`src/rtl/lcd_pkg.sv`:
```
`default_nettype none
// ============================================================================
//  Module      : lcd_pkg
//  Description : Shared constants for the HD44780 LCD command sequencer:
//                state encoding, LCD word bit positions, init ROM and
//                command codes that need the long execution wait.
//  Revision    : 1.0 - initial release
// ============================================================================
package lcd_pkg;

    // State encoding, 3 bits wide
    localparam logic [2:0] ST_PWRUP  = 3'd0;
    localparam logic [2:0] ST_LOAD   = 3'd1;
    localparam logic [2:0] ST_SETUP  = 3'd2;
    localparam logic [2:0] ST_ENABLE = 3'd3;
    localparam logic [2:0] ST_HOLD   = 3'd4;
    localparam logic [2:0] ST_WAIT   = 3'd5;
    localparam logic [2:0] ST_IDLE   = 3'd6;

    typedef enum logic [2:0] {
        LCD_PWRUP  = ST_PWRUP,
        LCD_LOAD   = ST_LOAD,
        LCD_SETUP  = ST_SETUP,
        LCD_ENABLE = ST_ENABLE,
        LCD_HOLD   = ST_HOLD,
        LCD_WAIT   = ST_WAIT,
        LCD_IDLE   = ST_IDLE
    } lcd_state_e;

    // Bit positions inside the 32-bit LCD output word
    localparam int LCD_BIT_ON    = 31;
    localparam int LCD_BIT_EN    = 10;
    localparam int LCD_BIT_RS    = 9;
    localparam int LCD_BIT_RW    = 8;
    localparam int LCD_DATA_MSB  = 7;
    localparam int LCD_DATA_LSB  = 0;

    // Power-up init: 8-bit/2-line, display on, clear, entry mode increment
    localparam logic [7:0] LCD_INIT_SEQ [4] = '{8'h38, 8'h0C, 8'h01, 8'h06};

    localparam logic [7:0] LCD_CMD_CLEAR = 8'h01;
    localparam logic [7:0] LCD_CMD_HOME  = 8'h02;

    // Clear and home (0x02 and its 0x03 alias) need the long execution wait
    function automatic logic is_long_cmd(input logic rs, input logic [7:0] data);
        return !rs && ((data == LCD_CMD_CLEAR) || (data[7:1] == LCD_CMD_HOME[7:1]));
    endfunction

endpackage
`default_nettype wire

```
`src/rtl/lcd_delay_counter.sv`:
```
`default_nettype none
// ============================================================================
//  Module      : lcd_delay_counter
//  Description : Loadable down-counter that stops at zero. A timed state
//                loads T-1 on entry and exits when the zero flag is set,
//                giving exactly T cycles of residency.
//  Revision    : 1.0 - initial release
// ============================================================================
module lcd_delay_counter #(
    parameter int               CNT_W   = 20,
    parameter logic [CNT_W-1:0] RST_VAL = '0
) (
    input  logic             i_clk,
    input  logic             i_rst,
    input  logic             i_load,
    input  logic [CNT_W-1:0] i_load_val,
    input  logic             i_en,
    output logic             o_zero
);

    localparam logic [CNT_W-1:0] c_one = {{(CNT_W-1){1'b0}}, 1'b1};

    logic [CNT_W-1:0] r_cnt;

    // Load has priority; otherwise count down and saturate at zero
    always_ff @(posedge i_clk or posedge i_rst) begin
        if (i_rst) begin
            r_cnt <= RST_VAL;
        end else if (i_load) begin
            r_cnt <= i_load_val;
        end else if (i_en && (r_cnt != '0)) begin
            r_cnt <= r_cnt - c_one;
        end
    end

    assign o_zero = (r_cnt == '0);

endmodule
`default_nettype wire

```
`src/rtl/lcd_cmd_sequencer.sv`:
```
`default_nettype none
// ============================================================================
//  Module      : lcd_cmd_sequencer
//  Description : Turns byte-wide LCD instructions/data into timed HD44780
//                bus cycles (setup, EN pulse, hold, execution wait). Runs
//                the power-up init sequence autonomously after reset, then
//                accepts one command at a time over valid/ready.
//  Revision    : 1.0 - initial release
// ============================================================================
module lcd_cmd_sequencer
    import lcd_pkg::*;
#(
    parameter int T_SETUP = 2,
    parameter int T_EN    = 12,
    parameter int T_HOLD  = 2,
    parameter int T_CMD   = 2000,
    parameter int T_CLR   = 82000,
    parameter int T_PWRUP = 750000,
    parameter int CNT_W   = 20
) (
    input  logic        i_clk,
    input  logic        i_rst,
    input  logic        i_cmd_valid,
    output logic        o_cmd_ready,
    input  logic        i_cmd_rs,
    input  logic [7:0]  i_cmd_data,
    input  logic        i_lcd_on,
    output logic [31:0] o_io_lcd,
    output logic        o_busy,
    output logic        o_init_done
);

    // Counter reload values: a state lasting T cycles starts at T-1
    localparam logic [CNT_W-1:0] c_ld_setup = CNT_W'(T_SETUP - 1);
    localparam logic [CNT_W-1:0] c_ld_en    = CNT_W'(T_EN - 1);
    localparam logic [CNT_W-1:0] c_ld_hold  = CNT_W'(T_HOLD - 1);
    localparam logic [CNT_W-1:0] c_ld_cmd   = CNT_W'(T_CMD - 1);
    localparam logic [CNT_W-1:0] c_ld_clr   = CNT_W'(T_CLR - 1);
    localparam logic [CNT_W-1:0] c_ld_pwrup = CNT_W'(T_PWRUP - 1);

    logic [2:0]       r_state;
    logic [2:0]       w_state_nxt;
    logic             w_cnt_load;
    logic [CNT_W-1:0] w_cnt_val;
    logic             w_cnt_en;
    logic             w_cnt_zero;
    logic [1:0]       r_idx;
    logic             r_cmd_rs;
    logic [7:0]       r_cmd_data;
    logic             r_init_done;
    logic             r_lcd_on;
    logic             w_idle;

    assign w_idle   = (r_state == ST_IDLE);
    assign w_cnt_en = !w_idle;

    lcd_delay_counter #(
        .CNT_W   (CNT_W),
        .RST_VAL (c_ld_pwrup)
    ) u_delay (
        .i_clk      (i_clk),
        .i_rst      (i_rst),
        .i_load     (w_cnt_load),
        .i_load_val (w_cnt_val),
        .i_en       (w_cnt_en),
        .o_zero     (w_cnt_zero)
    );

    // Next-state decode and delay-counter reload on entry to each timed state
    always_comb begin
        w_state_nxt = r_state;
        w_cnt_load  = 1'b0;
        w_cnt_val   = '0;
        case (r_state)
            ST_PWRUP: begin
                if (w_cnt_zero) begin
                    w_state_nxt = ST_LOAD;
                end
            end
            ST_LOAD: begin
                w_state_nxt = ST_SETUP;
                w_cnt_load  = 1'b1;
                w_cnt_val   = c_ld_setup;
            end
            ST_SETUP: begin
                if (w_cnt_zero) begin
                    w_state_nxt = ST_ENABLE;
                    w_cnt_load  = 1'b1;
                    w_cnt_val   = c_ld_en;
                end
            end
            ST_ENABLE: begin
                if (w_cnt_zero) begin
                    w_state_nxt = ST_HOLD;
                    w_cnt_load  = 1'b1;
                    w_cnt_val   = c_ld_hold;
                end
            end
            ST_HOLD: begin
                if (w_cnt_zero) begin
                    w_state_nxt = ST_WAIT;
                    w_cnt_load  = 1'b1;
                    w_cnt_val   = is_long_cmd(r_cmd_rs, r_cmd_data) ? c_ld_clr : c_ld_cmd;
                end
            end
            ST_WAIT: begin
                if (w_cnt_zero) begin
                    if (!r_init_done && (r_idx != 2'd3)) begin
                        w_state_nxt = ST_LOAD;
                    end else begin
                        w_state_nxt = ST_IDLE;
                    end
                end
            end
            ST_IDLE: begin
                if (i_cmd_valid) begin
                    w_state_nxt = ST_SETUP;
                    w_cnt_load  = 1'b1;
                    w_cnt_val   = c_ld_setup;
                end
            end
            default: begin
                w_state_nxt = ST_PWRUP;
                w_cnt_load  = 1'b1;
                w_cnt_val   = c_ld_pwrup;
            end
        endcase
    end

    // State register
    always_ff @(posedge i_clk or posedge i_rst) begin
        if (i_rst) begin
            r_state <= ST_PWRUP;
        end else begin
            r_state <= w_state_nxt;
        end
    end

    // Command register, init index and sticky init-done flag
    always_ff @(posedge i_clk or posedge i_rst) begin
        if (i_rst) begin
            r_cmd_rs    <= 1'b0;
            r_cmd_data  <= 8'h00;
            r_idx       <= 2'd0;
            r_init_done <= 1'b0;
        end else begin
            if (r_state == ST_LOAD) begin
                r_cmd_rs   <= 1'b0;
                r_cmd_data <= LCD_INIT_SEQ[r_idx];
            end else if (w_idle && i_cmd_valid) begin
                r_cmd_rs   <= i_cmd_rs;
                r_cmd_data <= i_cmd_data;
            end
            if ((r_state == ST_WAIT) && w_cnt_zero && !r_init_done) begin
                if (r_idx != 2'd3) begin
                    r_idx <= r_idx + 2'd1;
                end else begin
                    r_init_done <= 1'b1;
                end
            end
        end
    end

    // Panel power bit follows the request with one cycle of latency
    always_ff @(posedge i_clk or posedge i_rst) begin
        if (i_rst) begin
            r_lcd_on <= 1'b0;
        end else begin
            r_lcd_on <= i_lcd_on;
        end
    end

    // Assemble the LCD word; EN is decoded from state so reset drops it at once
    always_comb begin
        o_io_lcd                             = '0;
        o_io_lcd[LCD_BIT_ON]                 = r_lcd_on;
        o_io_lcd[LCD_BIT_EN]                 = (r_state == ST_ENABLE);
        o_io_lcd[LCD_BIT_RS]                 = r_cmd_rs;
        o_io_lcd[LCD_BIT_RW]                 = 1'b0;
        o_io_lcd[LCD_DATA_MSB:LCD_DATA_LSB]  = r_cmd_data;
    end

    assign o_cmd_ready = w_idle;
    assign o_busy      = !w_idle;
    assign o_init_done = r_init_done;

endmodule
`default_nettype wire

```
`config.mk`:
```
export PLATFORM = sky130hd
export DESIGN_NAME = lcd_cmd_sequencer
export DESIGN_NICKNAME = d
export VERILOG_FILES = /design/src/rtl/lcd_pkg.sv /design/src/rtl/lcd_delay_counter.sv /design/src/rtl/lcd_cmd_sequencer.sv
export SDC_FILE = /design/constraint.sdc
export NUM_CORES = 1
export LEC_CHECK = 0
export ABC_CLOCK_PERIOD_IN_PS = 3720
export BUFFER_PORTS_ARGS = -buffer_cell sky130_fd_sc_hd__buf_2
export CORE_MARGIN = 3
export CORE_UTILIZATION = 59
export DETAILED_ROUTE_END_ITERATION = 16
export PLACE_DENSITY = 0.85
export REMOVE_ABC_BUFFERS = 1
export SETUP_SLACK_MARGIN = 0.3
export SLEW_MARGIN = 30
export SYNTH_ARGS = -nofsm -noshare
export SYNTH_HDL_FRONTEND = slang
export SYNTH_SLANG_ARGS = --single-unit
```
`constraint.sdc`:
```
create_clock -name i_clk -period 3.72 [get_ports i_clk]
set_clock_uncertainty 0.05 [all_clocks]
set_input_delay 0.744 -clock i_clk [delete_from_list [all_inputs] [get_ports i_clk]]
set_output_delay 0.744 -clock i_clk [all_outputs]
set_load 0.05 [all_outputs]
```
**Word-level counts from Yosys, hierarchy flattened**

Index checks and enable logic that the tools add are counted.

- Logic and storage cells: 73
- Output and inout port bits: 35
- Bits of input ports: 13
- Register bits after elaboration: 36

- Bitwise gates (word level): 2
- $lt $le $gt $ge: 1
- Add/subtract/negate cells: 2
- Eq/ne operators: 15
- Multiplexer cells: 26
- Reduce and logical (&&, ||, !) cells: 20

Operator list:

| operator | count |
|---|---|
| case mux 20 bit (6 select lines) | 1 |
| two-way mux 20 bit | 2 |
| two-way mux 17 bit | 2 |
| two-way mux 8 bit | 4 |
| two-way mux 3 bit | 7 |
| case mux 3 bit (7 select lines) | 1 |
| logical NOT 20 bit | 1 |
| nonzero test 20 bit | 1 |
| subtractor 20 x 1 -> 20 bit (second input constant) | 1 |
| binary-select mux 8 bit (select 2 bit) | 1 |
| != test 2 bit (second input constant) | 6 |
| == test 3 bit (second input constant) | 3 |
| == test 8 x 1 -> 1 bit (second input constant) | 1 |
| == test 7 x 1 -> 1 bit (second input constant) | 1 |
| == test 3 x 2 -> 1 bit (second input constant) | 2 |
| logical AND 1 bit | 6 |
| two-way mux 1 bit | 6 |
| AND reduction 6 bit | 1 |
| two-way mux 4 bit | 1 |
| AND reduction 2 bit | 2 |
| nonzero test 2 bit | 2 |
| == test 3 x 1 -> 1 bit (second input constant) | 1 |
| >= comparator 3 bit (second input constant) | 1 |
| logical NOT 1 bit | 3 |
| 9 further kinds | 9 |

**Longest topological paths before layout**

- Depth in word-level cells: 7
- Depth in mapped cells: 10
- Depth with buffers taken out: 8

**Cells and area by module**

From an unflattened synthesis, not the netlist that was laid out.

- Cell total of the unflattened synthesis: 258
- Area, all modules: 2366.0 um^2

By module, submodules not included:

| module | seq. area each (um^2) | cells each | area an instance (um^2) | times used |
|---|---|---|---|---|
| lcd_delay_counter | 516.7 | 138 | 1280.0 | 1 |
| lcd_cmd_sequencer | 400.4 | 120 | 1086.0 | 1 |

**Worst setup path before layout**

Ideal clock, no wire load.

- Path kind: register to register
- Start point: register r_state[1]
- End point: register u_delay.r_cnt[4]
- Cell stages (with the launch flop): 9
- Buffers on the path: 2
- Arrival time: 2.342 ns
- Slack: 1.209 ns
- Data required time: 3.551 ns
- Period minus slack after synthesis: 2.511 ns
- Library setup time: 0.119 ns
- Cell sequence: dfrtp_1 clkbuf_1 nand3_1 inv_1 a21o_1 buf_4 nor4b_1 xnor2_1 nor2_1

- Longest elaborated chain between the ends: 4
- Elaborated cells on any way between the ends: 15
- Classes of those cells: eq/ne (6); mux (3); reduce/logical (6)

Ends and longest elaborated chain:

| what | RTL line | text |
|---|---|---|
| from (decl) | lcd_cmd_sequencer.sv:41 | `logic [2:0] r_state;` |
| from (signal assigned) | lcd_cmd_sequencer.sv:135 | `r_state <= w_state_nxt;` |
| == test 3 bit | lcd_cmd_sequencer.sv:54 | `assign w_idle = (r_state == ST_IDLE);` |
| logical NOT 1 bit | -- |  |
| via o_busy | lcd_cmd_sequencer.sv:29 | `output logic o_busy,` |
| logical AND 1 bit | lcd_delay_counter.sv:31 | `end else if (i_en && (r_cnt != '0)) begin` |
| nonzero test 2 bit (no line) | -- |  |
| to (signal assigned) | lcd_delay_counter.sv:30 | `r_cnt <= i_load_val;` |
| to (signal assigned) | lcd_delay_counter.sv:32 | `r_cnt <= r_cnt - c_one;` |
| to (decl) | lcd_delay_counter.sv:23 | `logic [CNT_W-1:0] r_cnt;` |

The timed path passes the listed nets, and every way through them passes these cells.
A chain may end at the register's enable or synchronous reset.

**Worst setup path in the final report**

- Start point: register r_state[2]
- End point: output port o_cmd_ready

- Longest elaborated chain between the ends: 1

Ends and longest elaborated chain:

| what | RTL line | text |
|---|---|---|
| == test 3 bit | lcd_cmd_sequencer.sv:54 |  |
| to (decl) | lcd_cmd_sequencer.sv:24 | `output logic o_cmd_ready,` |

Every way passes these cells.

==> run summary <==
The run finished with clean final reports. The final cycle utilization of the critical path came out at around two thirds. The clock-pin slew on the worst setup and hold paths came out at about 70 ps.

The synthesized area divided by synthesized cell count is roughly 8.7 µm². The pre-antenna-repair detailed-routing pass consisted of 5 iterations. Counting both buffers and inverters, the worst setup path holds a total of 2. The count of maximum capacitance violations came out at 0.

The power density over cell area is 323 nW/µm². The placed wire-length estimate came out at around 3.8 mm. The via count of the first global-routing pass came out at around 1.9k.

The top-level I/O count is 48. Across all layers, the routed design uses a little over 2k vias. The final worst setup slack came out at 1190 ps. The most common cell after layout, fill and taps aside is sky130_fd_sc_hd__nor2_1. Cell internal power was estimated by the tool at 601 µW. The initial cell density of the core came out at around 63%.

The number of antenna violations at the first check in global routing is 0. The class of the most critical setup path is register to output pin. The layout-stage area growth over the synthesis result is 5.85%. The number of buffers inserted by hold repair at cts is 0. The number of clock sinks is 36. The placer's final routability congestion estimate is around 0.9. The headroom to the max-slew limit came out at a little over half.

The number of buffers between clock root and the deepest sink came out at 2. Across the VDD grid, the largest voltage drop is about 0.00026 V. The remaining number of nets flagged by the antenna check after routing came out at 0. The worst endpoint data arrival time is 1730 ps. The x dimension of the die came out at 69.4 µm. The antenna diode instance count came out at 0. The share of async-settable or async-resettable flops after synthesis came out at 100%. The TritonCTS clock tree is built. Setup repair after global routing left no endpoint under its margin. The DRC marker count from the first detailed-route iteration came out at around 190.

The count of warnings emitted by yosys is 0. The wire length of the first global-routing pass came out at about 8.6 mm. The sum of negative setup slack is 0 ps. The number of H-tree branching levels is 2. The floorplan die area came out at 4820 µm². The worst hold path belongs to the class register to register. The leakage power of the design came out at between 0.001 and 0.0015 µW. The detail-routed via count per cell came out at ~6.0. Grouping stages by cell kind, the critical path spends the most delay in flip-flops. The tree is rooted in a sky130_fd_sc_hd__clkbuf_8. The total CTS buffers is 5. The slew at the pin with the worst max-slew slack is between 600 and 700 ps. The combinational cell fraction of total power is under 10%. Setup violations remaining at the end of the flow were counted as 0. Global routing consumed, over all layers together, a little over a fifth of the routing resources. The kind of end point of the critical path is an output pin. Sequential cells account for 48.8% of the total power. The pin count of the biggest net entering global routing is 37. The analysis attributes to net switching a power of between 200 and 250 µW.

The number of placement rows came out at 22. The remaining global-route overflow came out at 0. The final hold violation count came out at 0. The die extent in y is around 70 µm. The worst slack after detailed placement is roughly 1300 ps. In this run the tool buffered the top-level ports with 26 buffer cells. The net count of the finished layout is a little over 300.

The quantity of gates resized following cts is 0. The number of design rule violations left after detail routing is 0. The total setup buffers inserted after CTS came out at 0. The count of flip-flops with a built-in enable after synthesis came out at 0. The post-synthesis register bit count is 36. The largest fanout on the critical path came out at 23. The footprint of the multi-input gates came out at approximately 1200 µm².

The mean routed wirelength per cell came out at approximately 15 µm. Static timing analysis puts the maximum clock frequency at 396 MHz. The sequential share of the synthesized area is 38.6%. The source-to-sink clock delay at the later pin of the worst-skew pair is roughly 290 ps. The floorplan core area came out at 3770 µm². The worst setup path is launched from a register. The max-slew violation count is 0. The number of fill cells came out at approximately 310. The final wirelength came out at approximately 5.2 mm. The synthesized netlist occupies a cell area of between 2000 and 2500 µm². The largest single stage delay on the critical path is roughly 760 ps. Of the cells placed in the final design, the portion with a size suffix greater than 1 is between 20 and 25%. Subtracting the final worst setup slack from the clock period gives about 2500 ps. In this run, distinct cell masters in the synthesized netlist total 51. In the layout the commonest cells are sky130_fd_sc_hd__nor2_1 (31), sky130_fd_sc_hd__nand2_1 (28), sky130_fd_sc_hd__buf_2 (26). The area taken by flip-flops and latches is a little over 900 µm². The slowest stage cell on the critical path is sky130_fd_sc_hd__dfrtp_1.

The number of instances in the synthesized netlist came out at 273. Of the total power, the share spent switching nets is 26.0%. The signal on the critical path passes through nand3_1 -> inv_1 -> buf_2. Data on the critical path is required at its endpoint by approximately 2900 ps. The most used flip-flop cell after synthesis is sky130_fd_sc_hd__dfrtp_1.

The share of power burned in the clock network is 42.0%.
routing by layer:
layer  share of wire, %  vias to the layer above  track usage [%]
li1                   -                      962                -
met1                 43                      961             29.3
met2                 46                      112             34.2
met3                8.1                       17             5.36
met4                2.8                        0             8.68
met5                  0                        -                0
Yosys cell counts, types with 4 or more instances:
cell type | count | share of area, %
sky130_fd_sc_hd__xnor2_1 | 12 | 4.4
sky130_fd_sc_hd__dfstp_2 | 13 | 14
sky130_fd_sc_hd__nor4_1 | 4 | 1.1
sky130_fd_sc_hd__nor2_1 | 31 | 4.9
sky130_fd_sc_hd__inv_1 | 10 | 1.6
sky130_fd_sc_hd__clkbuf_1 | 6 | 0.95
sky130_fd_sc_hd__o22ai_1 | 5 | 1.3
sky130_fd_sc_hd__o21a_1 | 4 | 1.3
sky130_fd_sc_hd__nand3_1 | 9 | 1.9
sky130_fd_sc_hd__dfrtp_1 | 23 | 24
sky130_fd_sc_hd__a31oi_1 | 6 | 1.6
sky130_fd_sc_hd__o21ai_0 | 11 | 2.3
sky130_fd_sc_hd__buf_4 | 26 | 8.2
sky130_fd_sc_hd__a21oi_1 | 20 | 4.2
sky130_fd_sc_hd__nand2_1 | 28 | 4.4
sky130_fd_sc_hd__or3_1 | 4 | 1.1
sky130_fd_sc_hd__nor3_1 | 9 | 1.9
sky130_fd_sc_hd__ha_1 | 5 | 2.6
worst reg2reg max path, delay by kind of cell (launching register included):
kind            cells  cell delay (ps)
buf+inv             1               80
flops               1              550
simple gates        4              920
compound gates      1              350
xor+xnor            1              170
fa+ha+maj           1              190
cells by family (layout without fill, tap and decap cells):
logic type	after synthesis	in the layout	share of synthesized area [%]
fa+ha+maj	6	6	3.06
xor+xnor	12	12	4.43
compound gates	69	69	19.2
other cells	1	21	0.158
buf+inv	45	45	11.9
simple gates	102	102	21.7
mux	2	2	0.896
flops	36	36	38.6
flip-flops by register name, indices dropped and copies added (netlist names):
name	count
r_cmd_rs	1
r_cmd_data	8
o_init_done	1
r_idx	2
u_delay.r_cnt	20
r_lcd_on	1
r_state	3
per-stage QoR:
step / hold slack [ps] / instance area [µm²] / instances / total power [µW] / utilization (%)
detailed placement: 433 / 2400 / 333 / 477 / 63.7
finish: 445 / 2510 / 341 / 811 / 66.6
global route: 481 / 2510 / 341 / 841 / 66.6
floorplan: 443 / 2200 / 258 / 464 / -
global placement: 433 / 2400 / 333 / 477 / 63.7
CTS: 449 / 2510 / 341 / 815 / 66.6
power groups by stage:
| stage | clock network, µW | registers [µW] | logic (µW) |
|---|---|---|---|
| 2_1_floorplan | 0 | 410 | 54.1 |
| 3_3_place_gp | 0 | 402 | 74.4 |
| 3_5_place_dp | 0 | 403 | 74.7 |
| 4_1_cts | 344 | 396 | 74.8 |
| 5_1_grt | 367 | 396 | 78.4 |
| 6_report | 341 | 396 | 74.7 |
area by class of cell:
class                           count  area share [%]
Sequential cell                    36            36.5
Clock buffer                        5            2.74
Tap cell                           48            2.39
Multi-Input combinational cell    212            49.7
Clock inverter                      3            1.69
Inverter                           10            1.49
Timing Repair Buffer               27            5.48
path summary, 6_finish.rpt:
kind	from	end	slack (ps)	cells past startpoint
min reg2reg	o_init_done$_DFFE_PP0P_	o_init_done$_DFFE_PP0P_	440	1
max reg2reg	u_delay.r_cnt[0]$_DFFE_PP1P_	u_delay.r_cnt[4]$_DFFE_PP0P_	1280	8
max in group asynchronous	i_rst	u_delay.r_cnt[3]$_DFFE_PP1P_	2770	3
min	o_init_done$_DFFE_PP0P_	o_init_done$_DFFE_PP0P_	440	1
max	r_state[2]$_DFFE_PP0P_	o_cmd_ready	1190	3
min in group asynchronous	i_rst	u_delay.r_cnt[6]$_DFFE_PP0P_	500	3
(Power assumes the default switching activity.)
